## src/rtl/home_ctrl_fsm_if.sv

```systemverilog
// Sensor/actuator bundle for the home supervisory controller.
//   master : sensor side (drives SD, SW, SFA, ST, alarm_clr; observes actuators)
//   slave  : controller side (observes sensors; drives door_open, door_idx,
//            winbuzz, alarmbuzz, heater, cooler, display)
// SD/door_open are N_DOORS wide, ST is TW wide, door_idx is clog2(N_DOORS)
// wide with a minimum of 1, display is the 3-bit state code.
interface home_ctrl_fsm_if #(
  parameter int N_DOORS = 2,
  parameter int TW      = 7
);
  localparam int DIW = (N_DOORS > 1) ? $clog2(N_DOORS) : 1;

  logic [N_DOORS-1:0] SD;
  logic               SW;
  logic               SFA;
  logic [TW-1:0]      ST;
  logic               alarm_clr;

  logic [N_DOORS-1:0] door_open;
  logic [DIW-1:0]     door_idx;
  logic               winbuzz;
  logic               alarmbuzz;
  logic               heater;
  logic               cooler;
  logic [2:0]         display;

  modport master (
    output SD, SW, SFA, ST, alarm_clr,
    input  door_open, door_idx, winbuzz, alarmbuzz, heater, cooler, display
  );

  modport slave (
    input  SD, SW, SFA, ST, alarm_clr,
    output door_open, door_idx, winbuzz, alarmbuzz, heater, cooler, display
  );
endinterface

```

## src/rtl/home_ctrl_fsm.sv

```systemverilog
// Smart-home supervisory controller.
// Debounces each door, window and fire sensor, tracks heating/cooling demand
// with hysteresis, and selects one active state with fixed priority
// ALARM > DOOR > WINDOW > HEAT/COOL > IDLE. The fire alarm latches until an
// acknowledge arrives while the debounced fire sensor is clear.
// Ports:
//   clk   - rising-edge clock
//   Rst_n - asynchronous active-low reset
//   bus   - home_ctrl_fsm_if.slave: raw sensors + temperature in,
//           registered actuators and state code (display) out
module home_ctrl_fsm #(
  parameter int N_DOORS = 2,
  parameter int TW      = 7,
  parameter int T_LOW   = 50,
  parameter int T_HIGH  = 60,
  parameter int HYST    = 2,
  parameter int DEB_CYC = 4
) (
  input logic            clk,
  input logic            Rst_n,
  home_ctrl_fsm_if.slave bus
);
  localparam int DIW = (N_DOORS > 1) ? $clog2(N_DOORS) : 1;
  localparam int CW  = $clog2(DEB_CYC + 1);

  localparam logic [CW-1:0] DEB_LAST   = CW'(DEB_CYC - 1);
  localparam logic [TW-1:0] HEAT_ON_T  = TW'(T_LOW);
  localparam logic [TW-1:0] HEAT_OFF_T = TW'(T_LOW + HYST);
  localparam logic [TW-1:0] COOL_ON_T  = TW'(T_HIGH);
  localparam logic [TW-1:0] COOL_OFF_T = TW'(T_HIGH - HYST);

  typedef enum logic [2:0] {
    IDLE   = 3'd0,
    DOOR   = 3'd1,
    WINDOW = 3'd2,
    ALARM  = 3'd3,
    HEAT   = 3'd4,
    COOL   = 3'd5
  } state_t;

  // One debounce step: returns {debounced bit, counter}. The counter only
  // advances while raw disagrees with the accepted value; the accepting step
  // happens on the DEB_CYC-th consecutive disagreeing sample.
  function automatic logic [CW:0] deb_step(input logic          raw,
                                           input logic          d,
                                           input logic [CW-1:0] cnt);
    if (raw == d)             return {d, {CW{1'b0}}};
    else if (cnt == DEB_LAST) return {raw, {CW{1'b0}}};
    else                      return {d, cnt + CW'(1)};
  endfunction

  logic [N_DOORS-1:0] d_sd;
  logic [CW-1:0]      sd_cnt [N_DOORS];
  logic               d_sw,  d_sfa;
  logic [CW-1:0]      sw_cnt, sfa_cnt;

  logic               heat_f, cool_f;
  logic               alarm_lat;

  state_t             state, nxt;
  logic               door_any;
  logic [DIW-1:0]     door_sel;

  logic [N_DOORS-1:0] door_open_q;
  logic [DIW-1:0]     door_idx_q;
  logic               winbuzz_q, alarmbuzz_q, heater_q, cooler_q;

  // Sensor debounce
  always_ff @(posedge clk or negedge Rst_n) begin
    if (!Rst_n) begin
      d_sd    <= '0;
      d_sw    <= 1'b0;
      d_sfa   <= 1'b0;
      sw_cnt  <= '0;
      sfa_cnt <= '0;
      for (int i = 0; i < N_DOORS; i++) sd_cnt[i] <= '0;
    end else begin
      for (int i = 0; i < N_DOORS; i++)
        {d_sd[i], sd_cnt[i]} <= deb_step(bus.SD[i], d_sd[i], sd_cnt[i]);
      {d_sw,  sw_cnt}  <= deb_step(bus.SW,  d_sw,  sw_cnt);
      {d_sfa, sfa_cnt} <= deb_step(bus.SFA, d_sfa, sfa_cnt);
    end
  end

  // Climate hysteresis flags; inside the band each flag holds its value.
  always_ff @(posedge clk or negedge Rst_n) begin
    if (!Rst_n) begin
      heat_f <= 1'b0;
      cool_f <= 1'b0;
    end else begin
      if (bus.ST < HEAT_ON_T)        heat_f <= 1'b1;
      else if (bus.ST >= HEAT_OFF_T) heat_f <= 1'b0;
      if (bus.ST > COOL_ON_T)        cool_f <= 1'b1;
      else if (bus.ST <= COOL_OFF_T) cool_f <= 1'b0;
    end
  end

  // Lowest-index active door wins, so scan from the top down.
  always_comb begin
    door_any = |d_sd;
    door_sel = '0;
    for (int i = N_DOORS - 1; i >= 0; i--)
      if (d_sd[i]) door_sel = DIW'(i);
  end

  always_comb begin
    nxt = IDLE;
    if (state > COOL)                                nxt = IDLE;
    else if (d_sfa || (state == ALARM && alarm_lat)) nxt = ALARM;
    else if (door_any)                               nxt = DOOR;
    else if (d_sw)                                   nxt = WINDOW;
    else if (heat_f)                                 nxt = HEAT;
    else if (cool_f)                                 nxt = COOL;
  end

  // State, alarm latch and registered actuators. Clearing the latch takes
  // precedence so the acknowledge edge is followed by exactly one more ALARM
  // cycle before the state moves on.
  always_ff @(posedge clk or negedge Rst_n) begin
    if (!Rst_n) begin
      state       <= IDLE;
      alarm_lat   <= 1'b0;
      door_open_q <= '0;
      door_idx_q  <= '0;
      winbuzz_q   <= 1'b0;
      alarmbuzz_q <= 1'b0;
      heater_q    <= 1'b0;
      cooler_q    <= 1'b0;
    end else begin
      state <= nxt;
      if (bus.alarm_clr && !d_sfa) alarm_lat <= 1'b0;
      else if (nxt == ALARM)       alarm_lat <= 1'b1;
      door_open_q <= (nxt == DOOR) ? (N_DOORS'(1) << door_sel) : '0;
      door_idx_q  <= (nxt == DOOR) ? door_sel : '0;
      winbuzz_q   <= (nxt == WINDOW);
      alarmbuzz_q <= (nxt == ALARM);
      heater_q    <= (nxt == HEAT);
      cooler_q    <= (nxt == COOL);
    end
  end

  assign bus.door_open = door_open_q;
  assign bus.door_idx  = door_idx_q;
  assign bus.winbuzz   = winbuzz_q;
  assign bus.alarmbuzz = alarmbuzz_q;
  assign bus.heater    = heater_q;
  assign bus.cooler    = cooler_q;
  assign bus.display   = state;
endmodule
```

## src/flat_wrapper.sv

```systemverilog
// flat-port wrapper written by rule: the top's interface ports become plain ports
module home_ctrl_fsm_flat 
#(
  parameter int N_DOORS = 2,
  parameter int TW      = 7,
  parameter int T_LOW   = 50,
  parameter int T_HIGH  = 60,
  parameter int HYST    = 2,
  parameter int DEB_CYC = 4
)
  (clk, Rst_n, bus_SD, bus_SW, bus_SFA, bus_ST, bus_alarm_clr, bus_door_open, bus_door_idx, bus_winbuzz, bus_alarmbuzz, bus_heater, bus_cooler, bus_display);
  home_ctrl_fsm_if #(.N_DOORS(N_DOORS), .TW(TW)) bus_i ();
  input logic clk;
  input logic Rst_n;
  input wire logic [$bits(bus_i.SD)-1:0] bus_SD;
  input wire logic [$bits(bus_i.SW)-1:0] bus_SW;
  input wire logic [$bits(bus_i.SFA)-1:0] bus_SFA;
  input wire logic [$bits(bus_i.ST)-1:0] bus_ST;
  input wire logic [$bits(bus_i.alarm_clr)-1:0] bus_alarm_clr;
  output wire logic [$bits(bus_i.door_open)-1:0] bus_door_open;
  output wire logic [$bits(bus_i.door_idx)-1:0] bus_door_idx;
  output wire logic [$bits(bus_i.winbuzz)-1:0] bus_winbuzz;
  output wire logic [$bits(bus_i.alarmbuzz)-1:0] bus_alarmbuzz;
  output wire logic [$bits(bus_i.heater)-1:0] bus_heater;
  output wire logic [$bits(bus_i.cooler)-1:0] bus_cooler;
  output wire logic [$bits(bus_i.display)-1:0] bus_display;
  assign bus_i.SD = bus_SD;
  assign bus_i.SW = bus_SW;
  assign bus_i.SFA = bus_SFA;
  assign bus_i.ST = bus_ST;
  assign bus_i.alarm_clr = bus_alarm_clr;
  assign bus_door_open = bus_i.door_open;
  assign bus_door_idx = bus_i.door_idx;
  assign bus_winbuzz = bus_i.winbuzz;
  assign bus_alarmbuzz = bus_i.alarmbuzz;
  assign bus_heater = bus_i.heater;
  assign bus_cooler = bus_i.cooler;
  assign bus_display = bus_i.display;
  home_ctrl_fsm #(.N_DOORS(N_DOORS), .TW(TW), .T_LOW(T_LOW), .T_HIGH(T_HIGH), .HYST(HYST), .DEB_CYC(DEB_CYC)) u_core (.clk(clk), .Rst_n(Rst_n), .bus(bus_i));
endmodule
```

## config.mk

```make
export PLATFORM = sky130hd
export DESIGN_NAME = home_ctrl_fsm_flat
export DESIGN_NICKNAME = d
export VERILOG_FILES = /design/src/rtl/home_ctrl_fsm_if.sv /design/src/rtl/home_ctrl_fsm.sv /design/src/flat_wrapper.sv
export SDC_FILE = /design/constraint.sdc
export NUM_CORES = 1
export LEC_CHECK = 0
export CAP_MARGIN = 15
export CORE_AREA = 4 4 48 83
export DETAILED_ROUTE_END_ITERATION = 6
export DIE_AREA = 0 0 52 87
export PLACE_DENSITY = 0.63
export SYNTH_ARGS = -nofsm -noshare
export SYNTH_HDL_FRONTEND = slang
export SYNTH_SLANG_ARGS = --single-unit
```

## constraint.sdc

```tcl
create_clock -name clk -period 1.6 [get_ports clk]
set_input_delay 0.32 -clock clk [delete_from_list [all_inputs] [get_ports clk]]
set_output_delay 0.32 -clock clk [all_outputs]
set_load 0.01 [all_outputs]
```

### Word-level counts from Yosys, hierarchy flattened

Cells that the tools add are included.

| storage, ports and cells | value |
|---|---|
| bits in registers | 29 |
| bits in latches | 0 |
| memory bits (writable) | 0 |
| ROM bits | 0 |
| bits of input ports | 14 |
| output and inout bits | 10 |
| word-level logic and storage cells | 82 |
| memories kept | 0 |

| operators by class | value |
|---|---|
| add/sub/neg operators | 4 |
| $mul | 0 |
| divide/modulo/power cells | 0 |
| order comparisons | 5 |
| eq/ne operators | 14 |
| shifts and indexed selects | 1 |
| multiplexer cells | 24 |
| bitwise logic cells | 4 |
| reduce and logical (&&, ||, !) cells | 12 |

Operator list:

| cell | count |
|---|---|
| 3-bit 2-to-1 mux | 14 |
| 3-bit by 2-bit equality test with 1-bit output, second input constant | 7 |
| 3-bit by 1-bit adder with 3-bit output, second input constant | 4 |
| 1-bit 2-to-1 mux | 9 |
| 2-bit AND reduction | 4 |
| 7-bit by 6-bit greater-or-equal comparator with 1-bit output, second input constant | 1 |
| 7-bit by 6-bit > comparator with 1-bit output, second input constant | 1 |
| 7-bit by 6-bit <= comparator with 1-bit output, second input constant | 1 |
| 7-bit by 6-bit less-than comparator with 1-bit output, second input constant | 1 |
| 3-bit equality test, second input constant | 2 |
| 2-bit nonzero test | 3 |
| 1-bit equality test | 4 |
| 1-bit NOT | 4 |
| 3-bit by 1-bit equality test with 1-bit output, second input constant | 1 |
| 3-bit > comparator, second input constant | 1 |
| 1-bit logical AND | 2 |
| 2-bit 2-to-1 mux | 1 |
| 2-bit OR reduction | 1 |
| 1-bit by 1-bit << shifter with 2-bit output, first input constant | 1 |
| 1-bit logical NOT | 1 |
| 1-bit logical OR | 1 |

### Logic depth before layout (Yosys ltp)

| depth | value |
|---|---|
| word-level depth | 9 |
| depth in mapped cells | 3 |
| mapped depth without buffers | 3 |

### Worst setup path before layout

No wires, ideal clock.

| timing path | value |
|---|---|
| path kind | register to register |
| start | register u_core.sd_cnt[0] in the netlist's numbering |
| end | register u_core.d_sd[1] |
| setup time | 0.125 ns |
| arrival | 1.012 ns |
| data required time | 1.475 ns |
| path slack | 0.463 ns |
| cell stages (with the launch flop) | 4 |
| buffers on the path | 0 |
| period minus slack after synthesis | 1.137 ns |
| cell sequence | dfrtp_1 -> ha_1 -> nor2b_1 -> mux2_2 |

| between the ends | value |
|---|---|
| longest elaborated chain between the ends | 2 |

RTL lines:

| what | line | text |
|---|---|---|
| from (decl) | home_ctrl_fsm.sv:53 | `logic [CW-1:0] sd_cnt [N_DOORS];` |
| from (signal, indexed assignment) | home_ctrl_fsm.sv:79 | `{d_sd[i], sd_cnt[i]} <= deb_step(bus.SD[i], d_sd[i], sd_cnt[i]);` |
| 3-bit by 2-bit equality test with 1-bit output | home_ctrl_fsm.sv:48 | `else if (cnt == DEB_LAST) return {raw, {CW{1'b0}}};` |
| 2-bit AND reduction (no source line) | -- |  |
| to (signal, indexed assignment) | home_ctrl_fsm.sv:79 |  |
| to (decl) | home_ctrl_fsm.sv:52 | `logic [N_DOORS-1:0] d_sd;` |

No other way between the ends.
A chain may end at the register's enable or synchronous reset.

### Worst setup path in the final report

| timing path | value |
|---|---|
| start | register u_core.state[0], in the netlist u_core.bus.display[0] |
| end | output port bus_display[0] |

RTL lines:

| what | line | text |
|---|---|---|
| from (decl) | home_ctrl_fsm.sv:60 | `state_t state, nxt;` |
| from (signal assigned) | home_ctrl_fsm.sv:130 | `state <= nxt;` |
| to (decl) | flat_wrapper.sv:26 | `output wire logic [$bits(bus_i.display)-1:0] bus_display;` |

No word-level cell between the ends.

==> impl_metrics.tcl <==
set metrics [dict create \
    cts_setup_buffers 0 \
    routed_wirelength_um 1900 \
    critPathRequiredTime_ns 1.28 \
    track_usage_pct 9.90 \
    wl_met1_um 717 \
    clockBufferDepth 2 \
    slew_viol_final 0 \
    cap_viol_max_count 0 \
    dieArea_um2 4520 \
    finClkSkew_ns 0.00153 \
    r2r-start "u_core.sd_cnt[0]$_DFF_PN0_" \
    via_per_inst 4.78 \
    syn_inst 86 \
    fmax_ghz 0.655 \
    clock_power_share_pct 22.3 \
    cts-htree-levels 1 \
    highest-signal-layer "met4" \
    drive_above_1_share_pct 11.3 \
    avgSynthCellArea_um2 13.1 \
    ys.warnings.count 0 \
    comb_power_share_pct 33.3 \
    worst_ir_drop_vdd_uv 553 \
    fin_cells 160 \
    critPathCapture "bus_display[0]" \
    hold_violations 0 \
    internal_power_mw 1.73 \
    die_w_um 52 \
    grt_pass1_wl_um 3250 \
    dp.cells 156 \
    clock-sinks 28 \
    antenna-diode-count 0 \
    hold_class "in2async" \
    core_area_um2 3330 \
    arrival_ns 1.21 \
    p_switching_uw 738 \
    startpoint_type "register" \
    power.leakage_nw 0.691 \
    crit_type "reg2out" \
    drt-initial-drc-count 19 \
    swShare_pct 29.9 \
    ys_ff_latch 28 \
    reg2reg_to "u_core.d_sd[1]$_DFFE_PN0P_" \
    r2r_cells 3 \
    synthTopCellsByArea "dfrtp_1, ha_1, mux2_2" \
    synth_area_um2 1130 \
    root_buffer "clkbuf_8" \
    cts_resized 0 \
    worst-path-stages 1 \
    setup-tns-final_ns 0 \
    io_pins 24 \
    synth_cell_types 25 \
    period_minus_slack_ns 1.53 \
    dp_hpwl_um 1500 \
    met3WireLength_um 115 \
    seqPwrFrac_pct 44.4 \
    relSlewSlack_pct 76.7 \
    synth_nets 104 \
    place_congestion 0.735 \
    fin_crit_sh_pct 95.5 \
    rsz0062_at_grt "false" \
    status "finished clean" \
    grt_max_degree 29 \
    slowest_stage "clkdlybuf4s50_1" \
    cts.clk_slew.worst_paths_ns 0.09 \
    fin_ws_ns 0.0722 \
    portBuffers 23 \
    final_common_cell "dfrtp_1" \
    powerDensity_nw_per_um2 1650 \
    final_cell_mix "dfrtp_1, clkdlybuf4s50_1, nor2b_1" \
    grt-ovfl-total 0 \
    firstDrtPassIters 2 \
    power_mw 2.47 \
    antenna_found_initial 0 \
    routedWlPerCell_um 11.9 \
    setup_viol 0 \
    postRouteAntennaNets 0 \
    cts_hold_buf 0 \
    synth_top_area_cell "dfrtp_1" \
    cts_tree "built" \
    synth.top_cell.area_share_pct 62.2 \
    cp_top_family "buffers and inverters" \
    row_count 28 \
    tightest_slew_ns 0.349 \
    start_util_pct 33.8 \
    wl_met2_um 1000 \
    cp-end-kind "output port" \
    cts_buffers 3 \
    critPathBufInv 1 \
    startpoint "u_core.bus.display[0]$_DFF_PN0_" \
    grt_pass1_vias 776 \
    path_cells "clkdlybuf4s50_1" \
    cpPeakStageDelay_ns 0.55 \
    drc 0 \
    vias 765 \
    ys_seq_area_share_pct 62.2 \
    crit_fanout 3 \
    nets 134 \
    reg2reg_slack_ns 0.39 \
    die_y_um 87 \
    pre_cts_slack_ns 0.223 \
    insertion_delay_ns 0.27 \
    syn_to_final_growth_pct 33.1 \
]
[kinds of logic (layout without fill, tap and decap cells)]
group	count (synthesis)	in the layout	synth area share (%)
muxes	4	4	4.00
buffers and inverters	5	34	2.00
adders and majority gates	4	4	4.44
AOI/OAI and AO/OA	16	16	10.2
xor gates and xnor gates	4	4	3.11
DFF	28	28	62.2
and+or+nand+nor	25	25	14.0
[per-layer routing]
layer | up-vias | global-route usage, %
met5 | - | 0
met4 | 0 | 7.16
met3 | 5 | 2.06
met2 | 22 | 18.1
met1 | 376 | 9.16
li1 | 362 | -
[registers in the layout, indices dropped and copies added, names as in the netlist, 2 cells and up]
name and cells:
u_core.bus.display 3, u_core.sfa_cnt 3, u_core.sw_cnt 3, u_core.sd_cnt 6, u_core.d_sd 2
[area by class of cell]
| cell class | instances | area [um^2] |
|---|---|---|
| tap | 45 | 56.3 |
| timing repair buffer | 26 | 253 |
| fill | 315 | 1830 |
| clock inverter | 1 | 30.0 |
| sequential | 28 | 701 |
| clock buffer | 3 | 41.3 |
| inverter | 4 | 15.0 |
| multi-input combinational | 53 | 403 |
[worst min path at each step]
stage | startpoint | to | slack, ns | cells past startpoint
finish | Rst_n | u_core.sfa_cnt[0]$_DFF_PN0_ | 0.41 | 2
global route | Rst_n | u_core.heat_f$_DFFE_PN0P_ | 0.45 | 2
CTS | Rst_n | u_core.sw_cnt[1]$_DFF_PN0_ | 0.43 | 2
detailed placement | u_core.sd_cnt[0]$_DFF_PN0_ | u_core.sd_cnt[0]$_DFF_PN0_ | 0.44 | 1
global placement | u_core.sd_cnt[0]$_DFF_PN0_ | u_core.sd_cnt[0]$_DFF_PN0_ | 0.43 | 1
floorplan | Rst_n | u_core.alarm_lat$_DFFE_PN0P_ | 0.02 | 0
[metrics by stage]
stage               utilization, %  instance area (um^2)  hold WS, ns
finish                        45.0                  1500        0.415
global route                  45.0                  1500        0.449
CTS                           45.0                  1500        0.428
detailed placement            42.9                  1430        0.436
global placement              42.9                  1430        0.428
floorplan                        -                  1130       0.0244
[power groups by stage]
stage	Sequential (mW)	Clock [mW]	Combinational, mW
after floorplan	1.13	0	0.459
after global placement	1.10	0	0.799
after detailed placement	1.12	0	0.836
after CTS	1.10	0.568	0.838
after global routing	1.14	0.588	0.921
final	1.10	0.551	0.821
[Yosys cell counts, drive strengths merged]
cell type and instances:
nor2 2, ha 4, nor3b 5, a21o 1
xnor2 4, a31oi 3, nor2b 7, o311a 1
o211a 1, a41o 1, o21ai 3, and2 1
a21oi 5, buf 1, a22oi 1, nor3 5
and2b 1, and3 1, inv 4, mux2 4
and3b 1, dfrtp 28, nand2 1, and4b 1
(Power assumes the default switching activity.)
